===== src/rtl/mem_arbiter.sv =====
// mem_arbiter: shares the byte-wide synchronous RAM port between instruction fetch and MEM-stage loads/stores
module mem_arbiter #(
    parameter int ADDR_W = 32,
    parameter int DATA_W = 32
) (
    input  logic              clk,
    input  logic              rst,
    input  logic              rdy,
    input  logic              jump_or_not,
    input  logic              if_req,
    input  logic [ADDR_W-1:0] if_addr,
    output logic              if_done,
    output logic [DATA_W-1:0] if_inst,
    input  logic              mem_req,
    input  logic              mem_we,
    input  logic [1:0]        mem_len,
    input  logic [ADDR_W-1:0] mem_addr,
    input  logic [DATA_W-1:0] mem_wdata,
    output logic              mem_done,
    output logic [DATA_W-1:0] mem_rdata,
    input  logic [7:0]        ram_din,
    output logic [ADDR_W-1:0] ram_a,
    output logic [7:0]        ram_dout,
    output logic              ram_wr
);
    typedef enum logic [1:0] {IDLE, IF_RD, MEM_RD, MEM_WR} state_t;

    state_t            state_q;
    logic [2:0]        cnt_q, n_w;
    logic [1:0]        len_q, lane;
    logic [ADDR_W-1:0] addr_q;
    logic [DATA_W-1:0] wdata_q, buf_q, buf_d, if_inst_q, mem_rdata_q;
    logic              if_done_q, mem_done_q, rd;

    // Fetches are always words; length code 3 is treated as a word
    assign n_w  = (state_q == IF_RD || len_q[1]) ? 3'd4 : (len_q[0] ? 3'd2 : 3'd1);
    assign rd   = state_q == IF_RD || state_q == MEM_RD;
    assign lane = cnt_q[1:0] - 2'd1;

    assign ram_a    = (state_q != IDLE && cnt_q < n_w) ? addr_q + ADDR_W'(cnt_q) : '0;
    assign ram_dout = (state_q == MEM_WR) ? wdata_q[{cnt_q[1:0], 3'b000} +: 8] : 8'h00;
    assign ram_wr   = state_q == MEM_WR && rdy;

    assign if_done   = if_done_q;
    assign if_inst   = if_inst_q;
    assign mem_done  = mem_done_q;
    assign mem_rdata = mem_rdata_q;

    // RAM data lags the address by one cycle, so byte cnt-1 arrives while cnt is presented
    always_comb begin
        buf_d = buf_q;
        if (rd && cnt_q != 3'd0) buf_d[{lane, 3'b000} +: 8] = ram_din;
    end

    // Arbitration and byte sequencing; everything freezes while rdy is low
    always_ff @(posedge clk or posedge rst) begin
        if (rst) begin
            state_q     <= IDLE;
            cnt_q       <= 3'd0;
            len_q       <= 2'd0;
            addr_q      <= '0;
            wdata_q     <= '0;
            buf_q       <= '0;
            if_inst_q   <= '0;
            mem_rdata_q <= '0;
            if_done_q   <= 1'b0;
            mem_done_q  <= 1'b0;
        end else if (rdy) begin
            if_done_q  <= 1'b0;
            mem_done_q <= 1'b0;
            case (state_q)
                IDLE: begin
                    cnt_q <= 3'd0;
                    buf_q <= '0;
                    if (mem_req) begin
                        state_q <= mem_we ? MEM_WR : MEM_RD;
                        addr_q  <= mem_addr;
                        len_q   <= mem_len;
                        wdata_q <= mem_wdata;
                    end else if (if_req && !jump_or_not) begin
                        state_q <= IF_RD;
                        addr_q  <= if_addr;
                    end
                end
                IF_RD, MEM_RD: begin
                    buf_q <= buf_d;
                    cnt_q <= cnt_q + 3'd1;
                    if (state_q == IF_RD && jump_or_not) begin
                        state_q <= IDLE;
                    end else if (cnt_q == n_w) begin
                        state_q <= IDLE;
                        if (state_q == IF_RD) begin
                            if_done_q <= 1'b1;
                            if_inst_q <= buf_d;
                        end else begin
                            mem_done_q  <= 1'b1;
                            mem_rdata_q <= buf_d;
                        end
                    end
                end
                default: begin
                    cnt_q <= cnt_q + 3'd1;
                    if (cnt_q == n_w - 3'd1) begin
                        state_q    <= IDLE;
                        mem_done_q <= 1'b1;
                    end
                end
            endcase
        end
    end
endmodule

===== config.mk =====
export PLATFORM = sky130hd
export DESIGN_NAME = mem_arbiter
export DESIGN_NICKNAME = d
export VERILOG_FILES = /design/src/rtl/mem_arbiter.sv
export SDC_FILE = /design/constraint.sdc
export NUM_CORES = 1
export LEC_CHECK = 0
export ABC_CLOCK_PERIOD_IN_PS = 13700
export BUFFER_PORTS_ARGS = -buffer_cell sky130_fd_sc_hd__buf_4
export CORE_ASPECT_RATIO = 0.9
export CORE_MARGIN = 2
export CORE_UTILIZATION = 50
export CTS_BUF_LIST = sky130_fd_sc_hd__clkbuf_2 sky130_fd_sc_hd__clkbuf_4 sky130_fd_sc_hd__clkbuf_8
export CTS_CLUSTER_DIAMETER = 200
export DETAILED_ROUTE_END_ITERATION = 16
export HOLD_SLACK_MARGIN = 0.06
export PLACE_DENSITY = 0.75
export SETUP_SLACK_MARGIN = 0.3
export SYNTH_ARGS = -nofsm -noshare
export SYNTH_HDL_FRONTEND = slang
export SYNTH_SLANG_ARGS = --single-unit

===== constraint.sdc =====
create_clock -name clk -period 13.7 [get_ports clk]
set_input_delay 2.74 -clock clk [delete_from_list [all_inputs] [get_ports clk]]
set_output_delay 2.74 -clock clk [all_outputs]
set_load 0.05 [all_outputs]

==> impl_metrics.yaml <==
floorplanning:
  row_count: 45
  core-area_um2: 16700
  die_x_um: 141
  die_h_um: 127
  dieArea_um2: 18000
  ios: 220
  initial_core_util: 0.506
logic_synthesis:
  synth_adder_area_share: 0.0231
  async_flop_share: 1.00
  ys_ff_latch: 169
  synth_edf_count: 0
  synth_xor_area_frac: 0.0259
  yosys.area_share.simple: 0.135
  synth_top_area_share: 0.500
  syn_avg_cell_area_um2: 10.2
  synth_ff_type: "dfrtp_1"
  syn_inst: 825
  syn_area_um2: 8450
  yosys_warnings: 0
  synth_area_leaders: "dfrtp_1 (50%), nand2_1 (5.4%), a22o_1 (5.0%), o21ai_0 (4.6%), mux2_2 (4.5%)"
  synth_cell_types: 46
  synth-compound-area-share: 0.172
  synthMuxAreaShare: 0.107
  yosys.area.top_type: "dfrtp_1"
  synth_top_family_by_area: "compound AO/OA/AOI/OAI gates"
  synth_nets: 953
  yosysSeqAreaShare: 0.500
detailed_routing:
  vias: 6813
  viasPerCell: 5.53
  first_pass_iters: 5
  drt-total-wl_um: 20700
  highest-signal-layer: "met4"
  postRouteAntennaNets: 0
  wire_per_inst_um: 16.8
  met1Wirelength_um: 9330
  wl_met2_um: 9770
  dr_wl_met3_um: 1180
  drtIter0Drc: 507
  drc: 0
cts:
  cts_root_buf: "clkbuf_8"
  htree_levels: 4
  cts_tree: "done"
  cts_resized: 0
  cts_hold_buf: 0
  clkSinkCount: 169
  ctsLongestPathBuffers: 2
  cts_buffers: 17
  clk_pin_slew_ns: 0.09
  postCtsSetupRepairBufs: 0
  clock_latency_ns: 0.46
pwr:
  p_int_uw: 1250
  ir_drop_mv: 0.153
  power_density_nw_per_um2: 213
  p_clk_frac: 0.172
  switching_share: 0.450
  seqPwrFrac: 0.351
  power.switching_uw: 1020
  p_comb_frac: 0.476
  p_leak_uw: 0.00492
placement:
  dp_hpwl_um: 14100
  portBuffers: 219
  pre_cts_slack_ns: 7.67
  gp_congestion: 0.817
timing:
  slew_violations: 0
  setup_viol: 0
  slew_headroom: 0.308
  setup_tns_ns: 0
  layout_worst_path_cycle_share: 0.441
  min_period_ns: 6.04
  tightest_slew_ns: 1.04
  layout_setup_ws_ns: 7.66
  hold_viol_final: 0
  rsz0062_at_grt: "false"
  max_freq_mhz: 166
  fin_skew_ns: 0.0119
global_routing:
  grt_overflow: 0
  grt_pass1_wl_um: 33600
  grt_max_degree: 103
  antenna_found_initial: 0
  grt_pass1_vias: 6468
  grt_usage: 0.235
worst_setup_path:
  critPathKind: "input pin to output port"
  reg2reg_from: "cnt_q[1]$_DFFE_PP0P_"
  reg2regPathDepth: 7
  crit_buf_inv: 2
  worst_path_max_delay_cell: "buf_4"
  worst_path_dominant_cell_family: "buffers and inverters"
  cp_cell_sequence: "buf_4 -> and2_1 -> buf_4"
  critPathMaxFanout: 15
  crit_required_ns: 10.96
  crit_arrival_ns: 3.30
  endpoint_kind: "output port"
  reg2reg_slack_ns: 10.48
  r2r-end: "if_inst[8]$_DFFE_PP0P_"
  crit_top_cell: "buf_4"
  critPathMaxStageDelay_ns: 0.21
  start_kind: "input pin"
worst_hold_path:
  hold_end: "if_inst[13]$_DFFE_PP0P_"
  hold_class: "flip-flop to flip-flop"
  hp-start: "if_inst[13]$_DFFE_PP0P_"
  whs_path_depth: 2
layout:
  antenna_cells: 0
  multi_input_area_um2: 3950
  area_growth_pct: 25.7
  num-nets-final: 1137
  seq_area_um2: 4230
  fill_cells: 1423
  drive_gt1_frac: 0.306
job:
  drv_cap: 0
run_status:
  outcome: "complete, no violations"
-- per-stage QoR --
stage	total power (uW)	cell area, um^2	hold slack, ns	utilization	std cells
after global placement	1860	10200	0.463	0.609	1201
after global routing	2410	10600	0.511	0.636	1233
after CTS	2280	10600	0.491	0.636	1233
final	2270	10600	0.486	0.636	1233
after floorplan	1580	8450	0.454	-	825
after detailed placement	1890	10200	0.471	0.609	1201
-- Yosys cell counts (2+ instances only) --
cell type,instances
dfrtp_1,169
nand2_1,122
o21ai_0,78
a22o_1,48
a22oi_1,41
o21ai_1,39
clkbuf_1,38
mux2_2,34
mux2i_1,34
nor2_1,32
xnor2_1,18
nand3_1,17
and2_1,15
ha_1,14
inv_1,12
buf_1,10
buf_2,10
a21oi_1,9
mux4_2,8
nand4_1,8
nor4_1,7
or3_1,7
xor2_1,7
nor3_1,6
and4_1,5
a21o_1,4
nor3_2,4
buf_6,3
nand2b_1,3
or2_2,3
and3_1,2
nor2b_1,2
o22ai_1,2
or4b_1,2
-- final cells by class --
class,instances,area share
Clock inverter,11,0.0147
Sequential cell,169,0.398
Multi-Input combinational cell,583,0.372
Tap cell,211,0.0248
Clock buffer,21,0.0266
Timing Repair Buffer,226,0.160
Inverter,12,0.00471
-- layout by cell type (no fill, tap or decap), drive strengths merged, types with 14 or more instances in the layout --
cell type and instances:
o21ai 117, a22o 48, nor2 32, nand3 17
mux2i 34, a22oi 41, mux2 34, ha 14
xnor2 18, buf 226, and2 15, inv 16
dfrtp 169, clkbuf 21, nand2 122
-- worst reg2reg max path, cell delays in order, from the launching register on --
cell      delay (ns)
dfrtp_1         0.91
inv_1           0.23
ha_1            0.27
nand2b_1        0.13
nand3_1         0.51
nor2_1          0.68
a22oi_1         0.22
o21ai_0         0.20
-- power by group through the flow --
| stage | clock network, uW | registers (uW) | logic (uW) |
|---|---|---|---|
| 6_report | 391 | 797 | 1080 |
| 5_1_grt | 422 | 822 | 1170 |
| 4_1_cts | 399 | 795 | 1090 |
| 3_5_place_dp | 0 | 804 | 1080 |
| 3_3_place_gp | 0 | 795 | 1070 |
| 2_1_floorplan | 0 | 871 | 705 |
-- cells by family (layout without fill, tap and decap cells) --
| logic type | Yosys count | after routing |
|---|---|---|
| adders and majority gates | 15 | 15 |
| xor gates and xnor gates | 25 | 25 |
| DFF | 169 | 169 |
| and+or+nand+nor | 240 | 240 |
| AOI/OAI and AO/OA | 227 | 227 |
| buffers and inverters | 73 | 270 |
| muxes | 76 | 76 |
-- per-layer routing --
metal / up-vias / track usage
met5: - / 0
met4: 0 / 0.0712
met3: 27 / 0.0603
met2: 177 / 0.359
met1: 3282 / 0.334
li1: 3327 / -
-- sequential cells by signal, indices dropped and copies added, names as in the netlist, 2 cells and up --
signal and count:
buf_q 32, mem_rdata 32, addr_q 32, wdata_q 32, if_inst 32, state_q 2
cnt_q 3, len_q 2
-- how the worst max path moves through the flow --
stage	start	to	slack, ns	cells past startpoint
2_1_floorplan	rst	addr_q[0]$_DFFE_PP0P_	6.38	1
3_3_place_gp	rdy	ram_wr	7.67	3
3_5_place_dp	rdy	ram_wr	7.67	3
4_1_cts	state_q[1]$_DFFE_PP0P_	ram_a[31]	7.64	11
5_1_grt	state_q[1]$_DFFE_PP0P_	ram_a[31]	7.36	11
6_report	rdy	ram_wr	7.66	3
(Power assumes the default switching activity.)
